==> config.mk <==
export PLATFORM = sky130hd
export DESIGN_NAME = reg_bank_arbiter
export DESIGN_NICKNAME = d
export VERILOG_FILES = /design/src/rtl/reg_bank_arbiter_pkg.sv /design/src/rtl/reg_bank_arbiter_rr_pick.sv /design/src/rtl/reg_bank_arbiter.sv
export SDC_FILE = /design/constraint.sdc
export NUM_CORES = 1
export LEC_CHECK = 0
export CAP_MARGIN = 20
export CORE_ASPECT_RATIO = 1.2
export CORE_MARGIN = 2
export CORE_UTILIZATION = 55
export DETAILED_ROUTE_END_ITERATION = 7
export PLACE_DENSITY = 0.81
export SLEW_MARGIN = 20
export SYNTH_ARGS = -nofsm -noshare
export SYNTH_HDL_FRONTEND = slang
export SYNTH_SLANG_ARGS = --single-unit
==> constraint.sdc <==
create_clock -name clk -period 5.76 [get_ports clk]
set_input_delay 0.576 -clock clk [delete_from_list [all_inputs] [get_ports clk]]
set_output_delay 0.576 -clock clk [all_outputs]
set_load 0.02 [all_outputs]
==> src/rtl/reg_bank_arbiter_pkg.sv <==
// Shared definitions for the register-bank arbiter: width helper, default sizes, FSM encoding.
// Latency: none (declarations only).
// Backpressure: none (declarations only).
package reg_bank_arbiter_pkg;

    // Ceiling log2, usable in parameter expressions; returns 0 for v <= 1.
    function automatic int clog2(input int v);
        int r;
        r = 0;
        for (int i = 0; i < 31; i++) begin
            if ((1 << i) < v) begin
                r = i + 1;
            end
        end
        return r;
    endfunction

    // Default sizing; the modules recompute their own widths from their parameters.
    localparam int NREQ_DEF = 4;
    localparam int IDW_DEF  = clog2(NREQ_DEF);

    // Bank ownership: nobody granted, or exactly one owner granted.
    typedef enum logic {
        ST_IDLE  = 1'b0,
        ST_OWNED = 1'b1
    } st_t;

endpackage

==> src/rtl/reg_bank_arbiter_rr_pick.sv <==
// Rotating-priority encoder: first requester at or above ptr (with wrap) wins.
// Latency: purely combinational, zero cycles.
// Backpressure: none; the caller decides when to register the winner.
module reg_bank_arbiter_rr_pick
    import reg_bank_arbiter_pkg::*;
#(
    parameter int NREQ = 4,
    parameter int IDW  = clog2(NREQ)
) (
    input  logic [NREQ-1:0] req,
    input  logic [IDW-1:0]  ptr,
    output logic [NREQ-1:0] win_oh,
    output logic [IDW-1:0]  win_idx,
    output logic            any
);

    logic [NREQ-1:0] rot;
    logic [IDW-1:0]  off;
    logic [IDW:0]    sum;

    // Rotate the request vector so the requester at ptr lands on bit 0.
    always_comb begin
        rot = NREQ'({req, req} >> ptr);
    end

    // Lowest set bit of the rotated vector is the winner's distance from ptr.
    always_comb begin
        any = 1'b0;
        off = '0;
        for (int i = NREQ - 1; i >= 0; i--) begin
            if (rot[i]) begin
                any = 1'b1;
                off = IDW'(i);
            end
        end
    end

    // Undo the rotation: winner index is (ptr + off) mod NREQ.
    always_comb begin
        sum = {1'b0, ptr} + {1'b0, off};
        if (sum >= (IDW + 1)'(NREQ)) begin
            sum = sum - (IDW + 1)'(NREQ);
        end
        win_idx = sum[IDW-1:0];
        win_oh  = any ? (NREQ'(1) << win_idx) : '0;
    end

endmodule

==> src/rtl/reg_bank_arbiter.sv <==
// Shares one DEPTH x NUM register bank among NREQ requesters with round-robin grants and bounded locking.
// Latency: req in cycle t -> gnt in t+1; write lands at the end of the grant cycle, read data one cycle after ack.
// Backpressure: a requester waits (req held) until granted; ack = gnt & req marks the completed access.
module reg_bank_arbiter
    import reg_bank_arbiter_pkg::*;
#(
    parameter int  NUM      = 16,
    parameter int  NREQ     = 4,
    parameter int  DEPTH    = 8,
    parameter int  AW       = 3,
    parameter int  MAX_HOLD = 4,
    localparam int IDW      = clog2(NREQ)
) (
    input  logic                 clk,
    input  logic                 rst,
    input  logic [NREQ-1:0]      req,
    input  logic [NREQ-1:0]      lock,
    input  logic [NREQ-1:0]      we,
    input  logic [NREQ*AW-1:0]   addr,
    input  logic [NREQ*NUM-1:0]  wdata,
    output logic [NREQ-1:0]      gnt,
    output logic [NREQ-1:0]      ack,
    output logic [NUM-1:0]       rdata,
    output logic                 rvalid,
    output logic [IDW-1:0]       rid
);

    localparam int            HW        = (MAX_HOLD > 1) ? clog2(MAX_HOLD) : 1;
    localparam logic [HW-1:0] HOLD_LAST = HW'(MAX_HOLD - 1);

    // Next round-robin start: one past the given index, wrapping at NREQ.
    function automatic logic [IDW-1:0] inc_wrap(input logic [IDW-1:0] v);
        logic [IDW-1:0] r;
        if (v == IDW'(NREQ - 1)) begin
            r = '0;
        end else begin
            r = v + IDW'(1);
        end
        return r;
    endfunction

    st_t             st_q, st_d;
    logic [NREQ-1:0] gnt_q, gnt_d;
    logic [IDW-1:0]  owner_q, owner_d;
    logic [IDW-1:0]  ptr_q, ptr_d;
    logic [HW-1:0]   hold_q, hold_d;

    logic [NREQ-1:0] pick_oh;
    logic [IDW-1:0]  pick_idx;
    logic            pick_any;

    logic            keep;
    logic            acc;
    logic            acc_we;

    logic [AW-1:0]   addr_a  [NREQ];
    logic [NUM-1:0]  wdata_a [NREQ];
    logic [NUM-1:0]  bank    [DEPTH];

    // Split the flattened per-requester buses into indexable arrays.
    for (genvar g = 0; g < NREQ; g++) begin : g_unpack
        assign addr_a[g]  = addr[g*AW +: AW];
        assign wdata_a[g] = wdata[g*NUM +: NUM];
    end

    reg_bank_arbiter_rr_pick #(
        .NREQ    (NREQ),
        .IDW     (IDW)
    ) u_pick (
        .req     (req),
        .ptr     (ptr_q),
        .win_oh  (pick_oh),
        .win_idx (pick_idx),
        .any     (pick_any)
    );

    // The owner only accesses the bank in cycles where it still requests.
    assign gnt    = gnt_q;
    assign ack    = gnt_q & req;
    assign acc    = |ack;
    assign acc_we = |(ack & we);

    // Owner keeps the bank while it locks and has budget left; otherwise everyone re-arbitrates.
    always_comb begin
        st_d    = st_q;
        gnt_d   = gnt_q;
        owner_d = owner_q;
        ptr_d   = ptr_q;
        hold_d  = hold_q;
        keep    = (st_q == ST_OWNED) && (|(gnt_q & req & lock)) && (hold_q < HOLD_LAST);
        if (keep) begin
            hold_d = hold_q + HW'(1);
        end else if (pick_any) begin
            st_d    = ST_OWNED;
            gnt_d   = pick_oh;
            owner_d = pick_idx;
            ptr_d   = inc_wrap(pick_idx);
            hold_d  = '0;
        end else begin
            st_d   = ST_IDLE;
            gnt_d  = '0;
            hold_d = '0;
        end
    end

    // Arbitration state register.
    always_ff @(posedge clk or posedge rst) begin
        if (rst) begin
            st_q    <= ST_IDLE;
            gnt_q   <= '0;
            owner_q <= '0;
            ptr_q   <= '0;
            hold_q  <= '0;
        end else begin
            st_q    <= st_d;
            gnt_q   <= gnt_d;
            owner_q <= owner_d;
            ptr_q   <= ptr_d;
            hold_q  <= hold_d;
        end
    end

    // Bank access for the acknowledged owner; read results are registered with their requester id.
    always_ff @(posedge clk or posedge rst) begin
        if (rst) begin
            for (int i = 0; i < DEPTH; i++) begin
                bank[i] <= '0;
            end
            rdata  <= '0;
            rvalid <= 1'b0;
            rid    <= '0;
        end else begin
            rvalid <= 1'b0;
            if (acc) begin
                if (acc_we) begin
                    bank[addr_a[owner_q]] <= wdata_a[owner_q];
                end else begin
                    rdata  <= bank[addr_a[owner_q]];
                    rid    <= owner_q;
                    rvalid <= 1'b1;
                end
            end
        end
    end

endmodule

Word-level counts from Yosys, hierarchy flattened
Cells that the tools add are included.

Shift-type cells: 2. Reduce and logical (&&, ||, !) cells: 9. Equality and inequality tests: 1. Bitwise gates (word level): 7. Mux-type cells: 27. Magnitude comparators: 5. $add $sub $neg: 4.

Operators by type and width (number): 128-bit bitwise mux (1); 16-bit two-way mux (5); 16-bit binary-select mux with 3-bit select (1); 16-bit demux with 3-bit select (1); 16-bit binary-select mux with 2-bit select (1); 2-bit two-way mux (7); 4-bit AND (3); 4-bit OR reduction (3); 8-bit by 2-bit >> shifter with 4-bit output (1); 1-bit two-way mux (7); 3-bit binary-select mux with 2-bit select (1); 3-bit greater-or-equal comparator (second input constant) (2); 3-bit two-way mux (2); 2-bit AND reduction (3); 2-bit by 1-bit adder with 2-bit output (second input constant) (2); 4-bit greater-or-equal comparator (second input constant) (1); 4-bit by 1-bit < comparator with 1-bit output (second input constant) (1); 4-bit two-way mux (1); 3-bit NOT with 4-bit output (1); 1-bit by 2-bit left shift with 4-bit output (first input constant) (1); 2-bit by 2-bit adder with 3-bit output (1); 1-bit logical AND (3); 2-bit NOT with 3-bit output (1); 2-bit equality test (second input constant) (1); other kinds (3) (4).

Register bits after elaboration: 158. Input port bits: 90. Logic and storage cells: 71.

Depth between registers and ports, before layout
Word-level depth: 10. Depth in mapped cells: 10.

By module
Synthesis repeated with hierarchy kept, for this count alone.

Cells, all modules: 580. Area, all modules: 7952.6 um^2.

By module, submodules not included: reg_bank_arbiter (area each 7682.4 um^2, seq. area each 3953.8 um^2, times used 1, cells an instance 542); reg_bank_arbiter_rr_pick (area each 270.3 um^2, seq. area each 0.0 um^2, times used 1, cells an instance 38).

Least setup slack after synthesis
No wires, ideal clock.

Path type: in2reg. Start point: in req[2]. End point: reg ptr_q[1]. Required time: 5.635 ns. Setup slack: 3.437 ns. Arrival: 2.198 ns. Path buffers: 1. Stages on the path: 9. Path through: buf_2 nand2_1 a21oi_1 nor2_1 a211oi_1 a21oi_1 ha_1 xnor3_1 mux2_2.

Word-level cells in the longest chain between the ends: 10. Elaborated cells between the ends (all ways): 23. Those cells by class: add/sub (3); order compare (1); eq/ne (1); shift (1); mux (10); bitwise (3); reduce/logical (4).

Ends and longest elaborated chain: start: declaration (RTL line reg_bank_arbiter.sv:16) `input logic [NREQ-1:0] req,`; 8-bit by 2-bit >> shifter with 4-bit output * (RTL line reg_bank_arbiter_rr_pick.sv:23) `rot = NREQ'({req, req} >> ptr);`; 2-bit two-way mux (3 in a row) (RTL line reg_bank_arbiter_rr_pick.sv:31) `if (rot[i]) begin`; 2-bit two-way mux * (RTL line reg_bank_arbiter_rr_pick.sv:31); 2-bit by 2-bit adder with 3-bit output * (RTL line reg_bank_arbiter_rr_pick.sv:40) `sum = {1'b0, ptr} + {1'b0, off};`; 3-bit greater-or-equal comparator or 2-bit by 1-bit subtractor with 2-bit output (tied branches) (RTL line reg_bank_arbiter_rr_pick.sv:41, reg_bank_arbiter_rr_pick.sv:42); 2-bit two-way mux * (RTL line reg_bank_arbiter_rr_pick.sv:41) `if (sum >= (IDW + 1)'(NREQ)) begin`; via pick_idx[0] (RTL line reg_bank_arbiter.sv:49) `logic [IDW-1:0] pick_idx;`; 2-bit by 1-bit adder with 2-bit output or 2-bit equality test (tied branches) (RTL line reg_bank_arbiter.sv:37, reg_bank_arbiter.sv:34); 2-bit two-way mux * (RTL line reg_bank_arbiter.sv:34) `if (v == IDW'(NREQ - 1)) begin`; end signal: assignment (RTL line reg_bank_arbiter.sv:118) `ptr_q <= ptr_d;`; end: declaration (RTL line reg_bank_arbiter.sv:45) `logic [IDW-1:0] ptr_q, ptr_d;`.

Mark *: on every way through the listed nets, which the timed path passes. The rest lies on a longest branch. A chain may end at the register's enable or synchronous reset.

Worst setup path in the final report
Start point: reg owner_q[0]. End point: reg bank[50] in the netlist's numbering.

Word-level cells in the longest chain between the ends: 10. Elaborated cells between the ends (all ways): 14. Those cells by class: order compare (2); mux (9); bitwise (2); reduce/logical (1).

Ends and longest elaborated chain: start: declaration (RTL line reg_bank_arbiter.sv:44) `logic [IDW-1:0] owner_q, owner_d;`; start signal: assignment (RTL line reg_bank_arbiter.sv:117) `owner_q <= owner_d;`; 2-bit NOT with 3-bit output (not written as such) * (RTL line reg_bank_arbiter.sv:136) `bank[addr_a[owner_q]] <= wdata_a[owner_q];`; 3-bit binary-select mux with 2-bit select (RTL line reg_bank_arbiter.sv:136); 3-bit two-way mux (not written as such) (2 in a row) (RTL line reg_bank_arbiter.sv:136); 3-bit NOT with 4-bit output (not written as such) (RTL line reg_bank_arbiter.sv:136); 4-bit greater-or-equal comparator (not written as such) or 4-bit by 1-bit < comparator with 1-bit output (tied branches) (RTL line reg_bank_arbiter.sv:136); 1-bit logical AND (not written as such) (RTL line reg_bank_arbiter.sv:136); 16-bit two-way mux (not written as such) (RTL line reg_bank_arbiter.sv:136); 16-bit demux with 3-bit select (RTL line reg_bank_arbiter.sv:136); 128-bit bitwise mux * (RTL line reg_bank_arbiter.sv:136); end signal: indexed assignment (RTL line reg_bank_arbiter.sv:136); end: declaration (RTL line reg_bank_arbiter.sv:58) `logic [NUM-1:0] bank [DEPTH];`.

Mark *: on every way between the ends. The rest lies on a longest branch, timed or not. The select of a mux whose other input is x is not followed.

==> results.txt <==
Setup violations, final: 0
core area: 13800 sq um
drt via density: 5.97
worst vdd ir: 0.333 mV
Max Buffers Root-to-Sink: 2
Post-synth EDFFs: 0
Hold Violations, Final: 0
Pleak: 4.14 nW
largest cells by area after synthesis: dfrtp_1, mux2_2, mux2i_1, mux4_2, o22ai_1
Buffers on Ports: 116
WL final: 18000 um
largest net degree at the start of global routing: 116
Synth Register Bits: 158
Post-synth ARST share: 100%
Least-Margin Pin Slew: 1.18 ns
vias in the first global route: 5590
CP max stage cell: mux4_4
Skew-Pair Late Insertion Delay: 0.42 ns
final setup TNS: 0 ns
DRC Markers: 0
Std-Cell Rows: 47
DR WL/cell: 21.1 um
Main synth FF type: dfrtp_1
Placement Setup Slack: 2.16 ns
GRT overflow: 0
top post-synthesis cells by count: dfrtp_1, mux2_2, mux2i_1
Worst Hold Class: reg2reg
n_diodes: 0
Clock Sink Count: 158
Boundary Pins: 117
CTS root buffer: clkbuf_16
critical path class: reg2reg
Critical Path Max Stage Delay: 1.01 ns
Die ar.: 15100 sq um
Die Y: 134 um
DP Wirelength: 11300 um
Synth top area share: 50.7%
worst path required time: 6.06 ns
Cell Chain, Critical Path: mux4_4 -> buf_4 -> nor2_4 -> nand3_4 -> mux2_1
number of filler cells placed in the layout: 951
Max Clk Rate: 283 MHz
Via Count: 5087
RSZ-0062 raised after global routing: false
yosys warns: 0
Cells after Synth: 565
leading area contributor after synthesis: dfrtp_1
DR pass1 iterations: 5
final worst path period share: 61.3%
cells resized by post-CTS repair: 0
crit-path max FO: 47
gr usage total: 24.7%
gpl congestion: 0.782
cell with the most instances after synthesis: dfrtp_1
Seq/Total Area, Yosys: 50.7%
initial antenna violation count: 0
first-pass GRT wire length: 28900 um
H-tree depth: 4
post-route ant nets: 0
Worst EP arrival: 3.83 ns
Post-CTS Hold Fix Bufs: 0
Max Cap Viol: 0
syn_area_per_cell: 13.8 sq um
Final Skew: 0.00940 ns
total power per unit cell area: 570 nW/um^2
Tmin final: 3.53 ns
Initial Util: 56.4%
die width: 113 um
buffers and inverters on the worst path: 1
kind of start point of the critical path: register
Slew HR: 21.0%
share of cells above drive strength 1: 28.3%
Final Max Slew Viols: 0
status: finished clean
clk slew on worst S/H paths: 0.06 ns
CTS buffer count: 17
Worst path top cell family by delay: multiplexers
Netlist cell types: 47
Post-layout nets: 761
CP Capture Type: register
final worst slack: 2.23 ns
DRT iter0 DRCs: 304
post-CTS setup buffer count: 0
Netlist Area Pre-Place: 7800 sq um
synthesis-to-finish area growth: 22.2%
syn_nets: 657
TritonCTS clock tree: built
[report_power, final]
| part | switching (mW) | internal, mW | leakage, nW |
|---|---|---|---|
| Clock | 0.433 | 0.690 | 0.279 |
| Combinational | 1.16 | 1.18 | 1.90 |
| Sequential | 0.340 | 1.63 | 1.96 |
[worst reg2reg max path, cell delays in order, from the launching register on]
cell,delay [ns]
dfrtp_1,0.91
mux4_4,1.01
buf_4,0.49
nor2_4,0.25
nand3_4,0.31
mux2_1,0.43
[metal layers]
layer,vias to the layer above,global-route usage (%),share of wire [%]
li1,2292,-,-
met1,2603,31.7,42
met2,166,42.9,52
met3,26,4.70,4.7
met4,0,7.18,1.4
met5,-,0,0
[path summary, 6_finish.rpt]
check,startpoint,endpoint,slack [ns],cells after the start
hold reg to reg,hold_q[0],hold_q[0],0.44,1
max in group asynchronous,rst,bank[100],4.05,3
hold / removal,hold_q[0],hold_q[0],0.44,1
setup / recovery,owner_q[0],bank[50],2.23,5
setup reg to reg,owner_q[0],bank[50],2.23,5
min in group asynchronous,rst,bank[48],0.67,2
[flip-flops by register name, indices dropped and copies added (netlist names)]
signal   flops
ptr_q        2
rvalid       1
bank       128
owner_q      2
rdata       16
st_q         1
rid          2
hold_q       2
gnt          4
[logic make-up after synthesis]
logic type	count (synthesis)	share of synthesized area, %
adder cells (fa/ha/maj)	2	0.321
buffers and inverters	55	4.70
AO/OA/AOI/OAI	81	6.10
AND/OR/NAND/NOR	50	4.40
multiplexers	216	33.3
flip-flops	158	50.7
XOR/XNOR	3	0.514
[cell type report]
cell class	instances	area (sq um)	area share (%)
Timing Repair Buffer	121	1200	12.6
Inverter	19	78.8	0.827
Clock buffer	21	450	4.73
Sequential cell	158	3950	41.5
Tap cell	171	214	2.24
Multi-Input combinational cell	352	3490	36.7
Clock inverter	10	140	1.47
[stage by stage]
stage | utilization [%] | cell area (sq um) | hold slack, ns | power (mW) | instances
3_5_place_dp | 64.6 | 8930 | 0.435 | 4.28 | 821
6_report | 69.0 | 9530 | 0.443 | 5.43 | 852
2_1_floorplan | - | 7800 | 0.409 | 3.72 | 565
4_1_cts | 68.9 | 9520 | 0.443 | 5.44 | 852
5_1_grt | 69.0 | 9530 | 0.470 | 5.74 | 852
3_3_place_gp | 64.6 | 8930 | 0.422 | 4.16 | 821
[cells in the final DEF (no fill, tap or decap), drive strengths merged, types with 11 or more instances in the layout]
cell	count
dfrtp	158
mux2	133
clkdlybuf4s50	116
mux2i	64
o21ai	34
o22ai	33
clkbuf	21
inv	19
mux4	19
nand2	11
Note: power is estimated with default switching activity, not from simulation.
